--- src/rtl/tl_a_arbiter_pkg.sv ---
// Shared TileLink A-channel types, opcodes and beat-count helpers for the
// A-channel arbiter and its round-robin picker.
package tl_a_arbiter_pkg;

   localparam int DATA_BITS   = 64;
   localparam int SIZE_BITS   = 4;
   localparam int SOURCE_BITS = 4;
   localparam int ADDR_BITS   = 32;
   localparam int BEAT_BYTES  = DATA_BITS / 8;
   localparam int LG_BEAT     = $clog2(BEAT_BYTES);
   localparam int CNT_W       = SIZE_BITS;
   localparam int BEAT_W      = CNT_W + 1;

   typedef enum logic [2:0] {
      PUT_FULL_DATA    = 3'd0,
      PUT_PARTIAL_DATA = 3'd1,
      ARITHMETIC_DATA  = 3'd2,
      LOGICAL_DATA     = 3'd3,
      GET              = 3'd4,
      HINT             = 3'd5,
      ACQUIRE_BLOCK    = 3'd6,
      ACQUIRE_PERM     = 3'd7
   } tl_a_opcode_e;

   typedef enum logic [1:0] {
      ST_IDLE = 2'd0,
      ST_HOLD = 2'd1,
      ST_LOCK = 2'd2
   } arb_state_e;

   typedef struct packed {
      logic [2:0]             opcode;
      logic [2:0]             param;
      logic [SIZE_BITS-1:0]   size;
      logic [SOURCE_BITS-1:0] source;
      logic [ADDR_BITS-1:0]   address;
      logic [BEAT_BYTES-1:0]  mask;
      logic [DATA_BITS-1:0]   data;
      logic                   corrupt;
   } tl_bundle_a_t;

   function automatic logic tl_has_data_a(input logic [2:0] opcode);
      return opcode < 3'(GET);
   endfunction

   // Only data-carrying messages larger than one beat span multiple beats.
   function automatic logic [BEAT_W-1:0] tl_num_beats(input logic [2:0] opcode,
                                                      input logic [SIZE_BITS-1:0] size);
      logic [BEAT_W-1:0] beats;
      if (tl_has_data_a(opcode) && (size > SIZE_BITS'(LG_BEAT))) begin
         beats = BEAT_W'(1) << (size - SIZE_BITS'(LG_BEAT));
      end else begin
         beats = BEAT_W'(1);
      end
      return beats;
   endfunction

endpackage

--- src/rtl/tl_a_arbiter_rr_pick.sv ---
// Combinational round-robin picker: first asserted request at or after ptr_i,
// wrapping modulo N_REQ. Shared by the A- and D-channel arbiters.
module rr_pick #(
   parameter int N_REQ = 4,
   localparam int PTR_W = $clog2(N_REQ)
) (
   input  logic [N_REQ-1:0] req_i,
   input  logic [PTR_W-1:0] ptr_i,
   output logic [N_REQ-1:0] gnt_o,
   output logic [PTR_W-1:0] idx_o
);

   // Scan from the pointer upward; the first hit wins.
   always_comb begin
      logic             found;
      logic [PTR_W-1:0] cand;
      found = 1'b0;
      idx_o = '0;
      cand  = '0;
      for (int i = 0; i < N_REQ; i++) begin
         cand  = PTR_W'((int'(ptr_i) + i) % N_REQ);
         idx_o = (!found && req_i[cand]) ? cand : idx_o;
         found = found | req_i[cand];
      end
      gnt_o = found ? (N_REQ'(1) << idx_o) : '0;
   end

endmodule

--- src/rtl/tl_a_arbiter.sv ---
// N-to-1 TileLink A-channel arbiter: round-robin between requesters, holding a
// stalled message stable and locking multi-beat bursts to their owner.
module tl_a_arbiter
   import tl_a_arbiter_pkg::*;
#(
   parameter int N_REQ = 4
) (
   input  logic                           clk,
   input  logic                           rst_n,
   input  logic         [N_REQ-1:0]       a_valid_i,
   output logic         [N_REQ-1:0]       a_ready_o,
   input  tl_bundle_a_t [N_REQ-1:0]       a_bits_i,
   output logic                           a_valid_o,
   input  logic                           a_ready_i,
   output tl_bundle_a_t                   a_bits_o,
   output logic         [N_REQ-1:0]       grant_o,
   output logic                           busy_o
);

   localparam int PTR_W = $clog2(N_REQ);

   arb_state_e        state_q, state_d;
   logic [PTR_W-1:0]  ptr_q, ptr_d;
   logic [PTR_W-1:0]  owner_q, owner_d;
   logic [CNT_W-1:0]  remaining_q, remaining_d;

   logic [N_REQ-1:0]  pick_gnt;
   logic [PTR_W-1:0]  pick_idx;
   logic [PTR_W-1:0]  sel;
   logic              hs;
   logic [BEAT_W-1:0] beats;

   function automatic logic [PTR_W-1:0] ptr_next(input logic [PTR_W-1:0] p);
      return (p == PTR_W'(N_REQ - 1)) ? '0 : p + PTR_W'(1);
   endfunction

   rr_pick #(.N_REQ(N_REQ)) u_pick (
      .req_i (a_valid_i),
      .ptr_i (ptr_q),
      .gnt_o (pick_gnt),
      .idx_o (pick_idx)
   );

   // Routing: a fresh pick only in IDLE; otherwise the owner keeps the port.
   always_comb begin
      sel       = (state_q == ST_IDLE) ? pick_idx : owner_q;
      a_bits_o  = a_bits_i[sel];
      a_valid_o = a_valid_i[sel];
      grant_o   = (state_q == ST_IDLE) ? pick_gnt : (N_REQ'(1) << owner_q);
      a_ready_o = grant_o & {N_REQ{a_ready_i}};
      hs        = a_valid_o & a_ready_i;
      beats     = tl_num_beats(a_bits_o.opcode, a_bits_o.size);
      busy_o    = (state_q != ST_IDLE);
   end

   // Next-state logic for arbitration state, pointer, owner and beat count.
   always_comb begin
      state_d     = state_q;
      ptr_d       = ptr_q;
      owner_d     = owner_q;
      remaining_d = remaining_q;
      case (state_q)
         ST_IDLE: begin
            if (hs) begin
               if (beats == BEAT_W'(1)) begin
                  ptr_d = ptr_next(sel);
               end else begin
                  state_d     = ST_LOCK;
                  owner_d     = sel;
                  remaining_d = CNT_W'(beats - BEAT_W'(1));
               end
            end else if (a_valid_o) begin
               state_d = ST_HOLD;
               owner_d = sel;
            end else begin
               state_d = ST_IDLE;
            end
         end
         ST_HOLD: begin
            if (hs) begin
               if (beats == BEAT_W'(1)) begin
                  state_d = ST_IDLE;
                  ptr_d   = ptr_next(owner_q);
               end else begin
                  state_d     = ST_LOCK;
                  remaining_d = CNT_W'(beats - BEAT_W'(1));
               end
            end else begin
               state_d = ST_HOLD;
            end
         end
         ST_LOCK: begin
            if (hs) begin
               if (remaining_q == CNT_W'(1)) begin
                  state_d     = ST_IDLE;
                  ptr_d       = ptr_next(owner_q);
                  remaining_d = '0;
               end else begin
                  remaining_d = remaining_q - CNT_W'(1);
               end
            end else begin
               state_d = ST_LOCK;
            end
         end
         default: begin
            state_d = ST_IDLE;
         end
      endcase
   end

   // State registers; reset abandons any partial burst.
   always_ff @(posedge clk or negedge rst_n) begin
      if (!rst_n) begin
         state_q     <= ST_IDLE;
         ptr_q       <= '0;
         owner_q     <= '0;
         remaining_q <= '0;
      end else begin
         state_q     <= state_d;
         ptr_q       <= ptr_d;
         owner_q     <= owner_d;
         remaining_q <= remaining_d;
      end
   end

endmodule

--- config.mk ---
export PLATFORM = sky130hd
export DESIGN_NAME = tl_a_arbiter
export DESIGN_NICKNAME = d
export VERILOG_FILES = /design/src/rtl/tl_a_arbiter_pkg.sv /design/src/rtl/tl_a_arbiter_rr_pick.sv /design/src/rtl/tl_a_arbiter.sv
export SDC_FILE = /design/constraint.sdc
export NUM_CORES = 1
export LEC_CHECK = 0
export BUFFER_PORTS_ARGS = -buffer_cell sky130_fd_sc_hd__buf_2
export CAP_MARGIN = 20
export CELL_PAD_IN_SITES_DETAIL_PLACEMENT = 1
export CELL_PAD_IN_SITES_GLOBAL_PLACEMENT = 1
export CORE_AREA = 2 2 240 242
export CTS_BUF_LIST = sky130_fd_sc_hd__clkbuf_8 sky130_fd_sc_hd__clkbuf_16
export DETAILED_ROUTE_END_ITERATION = 7
export DIE_AREA = 0 0 242 244
export GPL_ROUTABILITY_DRIVEN = 0
export HOLD_SLACK_MARGIN = 0.1
export PLACE_DENSITY_LB_ADDON = 0.08
export SYNTH_ARGS = -nofsm -noshare
export SYNTH_HDL_FRONTEND = slang
export SYNTH_SLANG_ARGS = --single-unit
--- constraint.sdc ---
create_clock -name clk -period 8.5 [get_ports clk]
set_clock_uncertainty 0.15 [all_clocks]
set_input_delay 1.7 -clock clk [delete_from_list [all_inputs] [get_ports clk]]
set_output_delay 1.7 -clock clk [all_outputs]
set_load 0.03 [all_outputs]
==> flow_results.org <==
** GRT
- Total gr overflow :: 0
- The number of antenna violations at the first check in global routing is 23.
- The via count of the first global-routing pass came to 8,703.
- Pin count of the biggest net entering global routing :: 122
- First-pass GRT wire length :: 60.95 mm
- Overall Global Routing Usage :: 13.70%

** Synth
- Mapped Area :: 0.004821 mm2
- The cell count after synthesis came out at 817.
- sky130_fd_sc_hd__nand2_1 is the most common cell in the netlist.
- Of the post-synthesis cell area, the dominant cell type holds 18.92%.
- Post-synthesis cell type count :: 54
- By area the synthesized netlist is led by sky130_fd_sc_hd__nand2_1, sky130_fd_sc_hd__a211oi_1, sky130_fd_sc_hd__and2_1.
- The Yosys step of the flow raised 0 warnings.
- Top flip-flop cell by instance count after synthesis :: sky130_fd_sc_hd__dfrtp_1
- In this run, synthesis inferred 0 flip-flops with an integrated enable.
- Ranking of synthesized cells by instance count :: sky130_fd_sc_hd__nand2_1, sky130_fd_sc_hd__and2_1, sky130_fd_sc_hd__a211oi_1
- Post-synthesis cell type with the largest combined area :: sky130_fd_sc_hd__nand2_1
- Synthesis produced a netlist with a net count of 1,312.
- After synthesis the netlist holds a flip-flop and latch count of 10.
- The share of the Yosys chip area taken by registers is 5.191%.
- Mean cell area of the mapped netlist :: 5.901 um2
- In the synthesized netlist the async set-or-reset flop fraction comes to 100.0%.

** Floorplan
- Core outline area :: 0.05617 mm2
- Core Rows :: 87
- Die Span Y :: 244 um
- Die boundary width :: 242 um
- Floorplan die area :: 0.05905 mm2
- 612 I/O pins were placed.
- Initial core utilization :: 8.583%

** Power
- Relative contribution of combinational cells to total power :: 96.5%
- Cell internal power was estimated by the tool at 1579 uW.
- Sequential group share of total power :: 2.0%
- Pwr Density :: 603.7 mW/mm2
- IR analysis of the VDD net gives a maximum drop of 0.0002267 V.
- Fraction of power consumed by the clock network :: 1.6%
- Summed over all nets, the switching power comes to 3697 uW.
- In this run the static leakage power is 0.004211 uW.
- Net switching is 70.07% of the power.

** Worst setup path
- R2r worst-path depth :: 13
- By instance count, the cell type seen most on the critical path is sky130_fd_sc_hd__buf_2.
- STA classifies the critical path endpoint as an output pin.
- The worst register-to-register path begins at state_q[0].
- Worst path buffer plus inverter count :: 3
- The critical path goes through buf_2, nor4_1, nand2b_4, o41a_2, buf_4, a211oi_1, a31oi_1, buf_2.
- Kind of start point of the critical path :: input pin
- For flop-to-flop paths, the worst setup slack is 3.66 ns.
- Data on the critical path is required at its endpoint by 6.65 ns.
- Reg-to-Reg End :: remaining_q[0]
- At the worst endpoint, the arrival time is 4.53 ns.
- The largest individual stage delay along the critical path comes from the cell sky130_fd_sc_hd__o41a_2.
- Slowest cell delay on critical path :: 0.67 ns
- Crit-path max FO :: 46
- The worst setup path is of the input pin to output pin kind.
- In this design, the largest share of critical-path delay is due to compound AO/OA/AOI/OAI gates.

** Cells and area
- Fraction of final layout cells with drive strength greater than 1 :: 46.95%
- After the last flow step, the layout net total stands at 1,858.
- Cells fill 15.56% of the core in the end.
- Relative to the synthesized area, the layout overhead comes to 81.29%.
- Counting the fill cells in the layout gives 7,127.

** Clock network
- Clock transition at path regs :: 0.04 ns
- The longest clock path from root to sink contains 2 buffers.
- Clock sink count :: 10
- Number of levels in the clock H-tree :: 1
- Buffer cell driving the clock tree root :: sky130_fd_sc_hd__clkbuf_16
- The clock reaches the later pin of the worst-skew pair after 0.24 ns.
- Clock tree synthesis inserted a total of 3 buffers.
- Post-CTS repair changed the size of 0 cells.
- For this design, the CTS-stage hold fixing added 0 buffers.
- TritonCTS built the clock tree.
- In this run the post-CTS setup repair buffer count came out at 0.

** Outcome
- Result of the run :: finished clean

** Detailed routing
- Total wirelength of the detailed-routed design :: 43.60 mm
- The routed layout has 8,267 vias.
- 1st-iter DRT viols :: 248
- Number of nets with antenna violations after detailed routing :: 0
- Vias per inst :: 3.896
- Drt drc :: 0
- Wire length per cell :: 20.55 um
- Before antenna repair, the detailed router went through 4 iterations.

** Worst hold path
- Min-Delay Endpoint :: remaining_q[3]
- The worst hold path passes through 2 cells.
- The worst hold path belongs to the class flop to flop.
- Start point of the worst min-delay path :: remaining_q[3]

** STA
- The total count of hold-check failures in the final report came to 0.
- The final number of max-transition violations is 0.
- Highest clock rate :: 0.1567 GHz
- Setup TNS after final layout :: 0 ns
- Measured against its own limit, the worst slew margin works out to 45.76%.
- For the pin with the worst max-slew slack, the measured transition is 0.8137 ns.
- The final critical path takes up 75.09% of the cycle.
- Setup repair after global routing left no endpoint under its margin.
- Fin crit period :: 6.383 ns
- Setup Viol. Count Final :: 0

** Placed design
- Post-detailed-placement half-perimeter wirelength :: 36.57 mm
- Buffers added on ports :: 611

** Job
- Number of maximum-capacitance constraint violations :: 0
==> routing by layer <==
metal / up-vias / track usage [%] / wire, um
met5: - / 0 / 209
met4: 34 / 0.7625 / 197
met3: 42 / 4.620 / 3345
met2: 281 / 26.99 / 23530
met1: 3851 / 14.58 / 16320
li1: 4059 / - / -
==> state kept, by name, indices dropped and copies added, names as in the netlist <==
| name | cells |
|---|---|
| owner_q | 2 |
| ptr_q | 2 |
| remaining_q | 4 |
| state_q | 2 |
==> worst max path at each step <==
stage	startpoint	endpoint	slack [ns]	depth (start not counted)
5_1_grt	a_valid_i[1]	a_bits_o[1]	1.88	8
6_report	a_valid_i[1]	a_bits_o[1]	2.12	8
4_1_cts	a_valid_i[1]	a_bits_o[1]	2.01	8
2_1_floorplan	a_valid_i[3]	a_bits_o[100]	2.53	9
3_5_place_dp	a_valid_i[1]	a_bits_o[1]	2.05	8
3_3_place_gp	a_valid_i[1]	a_bits_o[1]	2.04	8
==> power groups by stage <==
stage	Sequential, uW	Combinational [uW]	Clock, uW
2_1_floorplan	89.0	3520	0
3_3_place_gp	104	5270	0
3_5_place_dp	104	5240	0
4_1_cts	104	5270	87.8
5_1_grt	109	5550	88.7
6_report	103	5090	83.8
==> cells in the final DEF (no fill, tap or decap), types with 4 or more instances in the layout <==
| cell type | n |
|---|---|
| sky130_fd_sc_hd__a211oi_1 | 118 |
| sky130_fd_sc_hd__a21oi_1 | 4 |
| sky130_fd_sc_hd__a31oi_1 | 115 |
| sky130_fd_sc_hd__and2_1 | 119 |
| sky130_fd_sc_hd__buf_12 | 5 |
| sky130_fd_sc_hd__buf_2 | 611 |
| sky130_fd_sc_hd__buf_4 | 4 |
| sky130_fd_sc_hd__dfrtp_1 | 10 |
| sky130_fd_sc_hd__diode_2 | 5 |
| sky130_fd_sc_hd__ha_1 | 12 |
| sky130_fd_sc_hd__inv_1 | 18 |
| sky130_fd_sc_hd__mux2i_1 | 7 |
| sky130_fd_sc_hd__nand2_1 | 243 |
| sky130_fd_sc_hd__nand2b_1 | 4 |
| sky130_fd_sc_hd__nand3_1 | 6 |
| sky130_fd_sc_hd__nor2_1 | 13 |
| sky130_fd_sc_hd__o21ai_0 | 4 |
| sky130_fd_sc_hd__o22ai_1 | 7 |
| sky130_fd_sc_hd__o31a_1 | 4 |
==> worst register-to-register path: stages (launching register included) <==
cell and delay [ns]:
sky130_fd_sc_hd__dfrtp_1 0.40, sky130_fd_sc_hd__inv_1 0.12, sky130_fd_sc_hd__ha_1 0.38, sky130_fd_sc_hd__nor2b_1 0.25
sky130_fd_sc_hd__a21boi_1 0.55, sky130_fd_sc_hd__nor3_4 0.21, sky130_fd_sc_hd__buf_4 0.32, sky130_fd_sc_hd__a211oi_1 0.57
sky130_fd_sc_hd__o22ai_1 0.19, sky130_fd_sc_hd__or4_1 0.49, sky130_fd_sc_hd__ha_1 0.28, sky130_fd_sc_hd__o41a_1 0.21
sky130_fd_sc_hd__a21o_1 0.29, sky130_fd_sc_hd__mux2_4 0.31
==> per-stage QoR <==
stage / hold slack [ns] / cells / total power [uW] / instance area (um2) / setup WS (ns)
final: 0.3861 / 2122 / 5276 / 8740 / 2.117
after global routing: 0.4470 / 2119 / 5744 / 8732 / 1.879
after CTS: 0.3930 / 2117 / 5457 / 8727 / 2.015
after detailed placement: 0.3685 / 2114 / 5349 / 8652 / 2.048
after global placement: 0.3861 / 2114 / 5374 / 8652 / 2.043
after floorplan: 0.3336 / 817 / 3606 / 4821 / 2.530
==> layout make-up <==
| type | instances | area, um2 | area share (%) |
|---|---|---|---|
| Multi-Input combinational cell | 709 | 4197 | 48.02 |
| Inverter | 19 | 71.32 | 0.8160 |
| Clock buffer | 3 | 75.07 | 0.8590 |
| Tap cell | 756 | 945.9 | 10.82 |
| Antenna cell | 5 | 12.51 | 0.1432 |
| Timing Repair Buffer | 620 | 3188 | 36.48 |
| Sequential cell | 10 | 250.2 | 2.863 |
==> cells by family (layout without fill, tap and decap cells) <==
family	count (synthesis)	count (layout)	share of synthesized area (%)
AOI/OAI and AO/OA	283	283	42.10
xor gates and xnor gates	1	1	0.1817
adders and majority gates	12	12	3.114
buffers and inverters	98	642	7.786
DFF	10	10	5.191
muxes	12	12	2.699
other	0	5	0
and+or+nand+nor	401	401	38.93
Note: power is estimated with default switching activity, not from simulation.
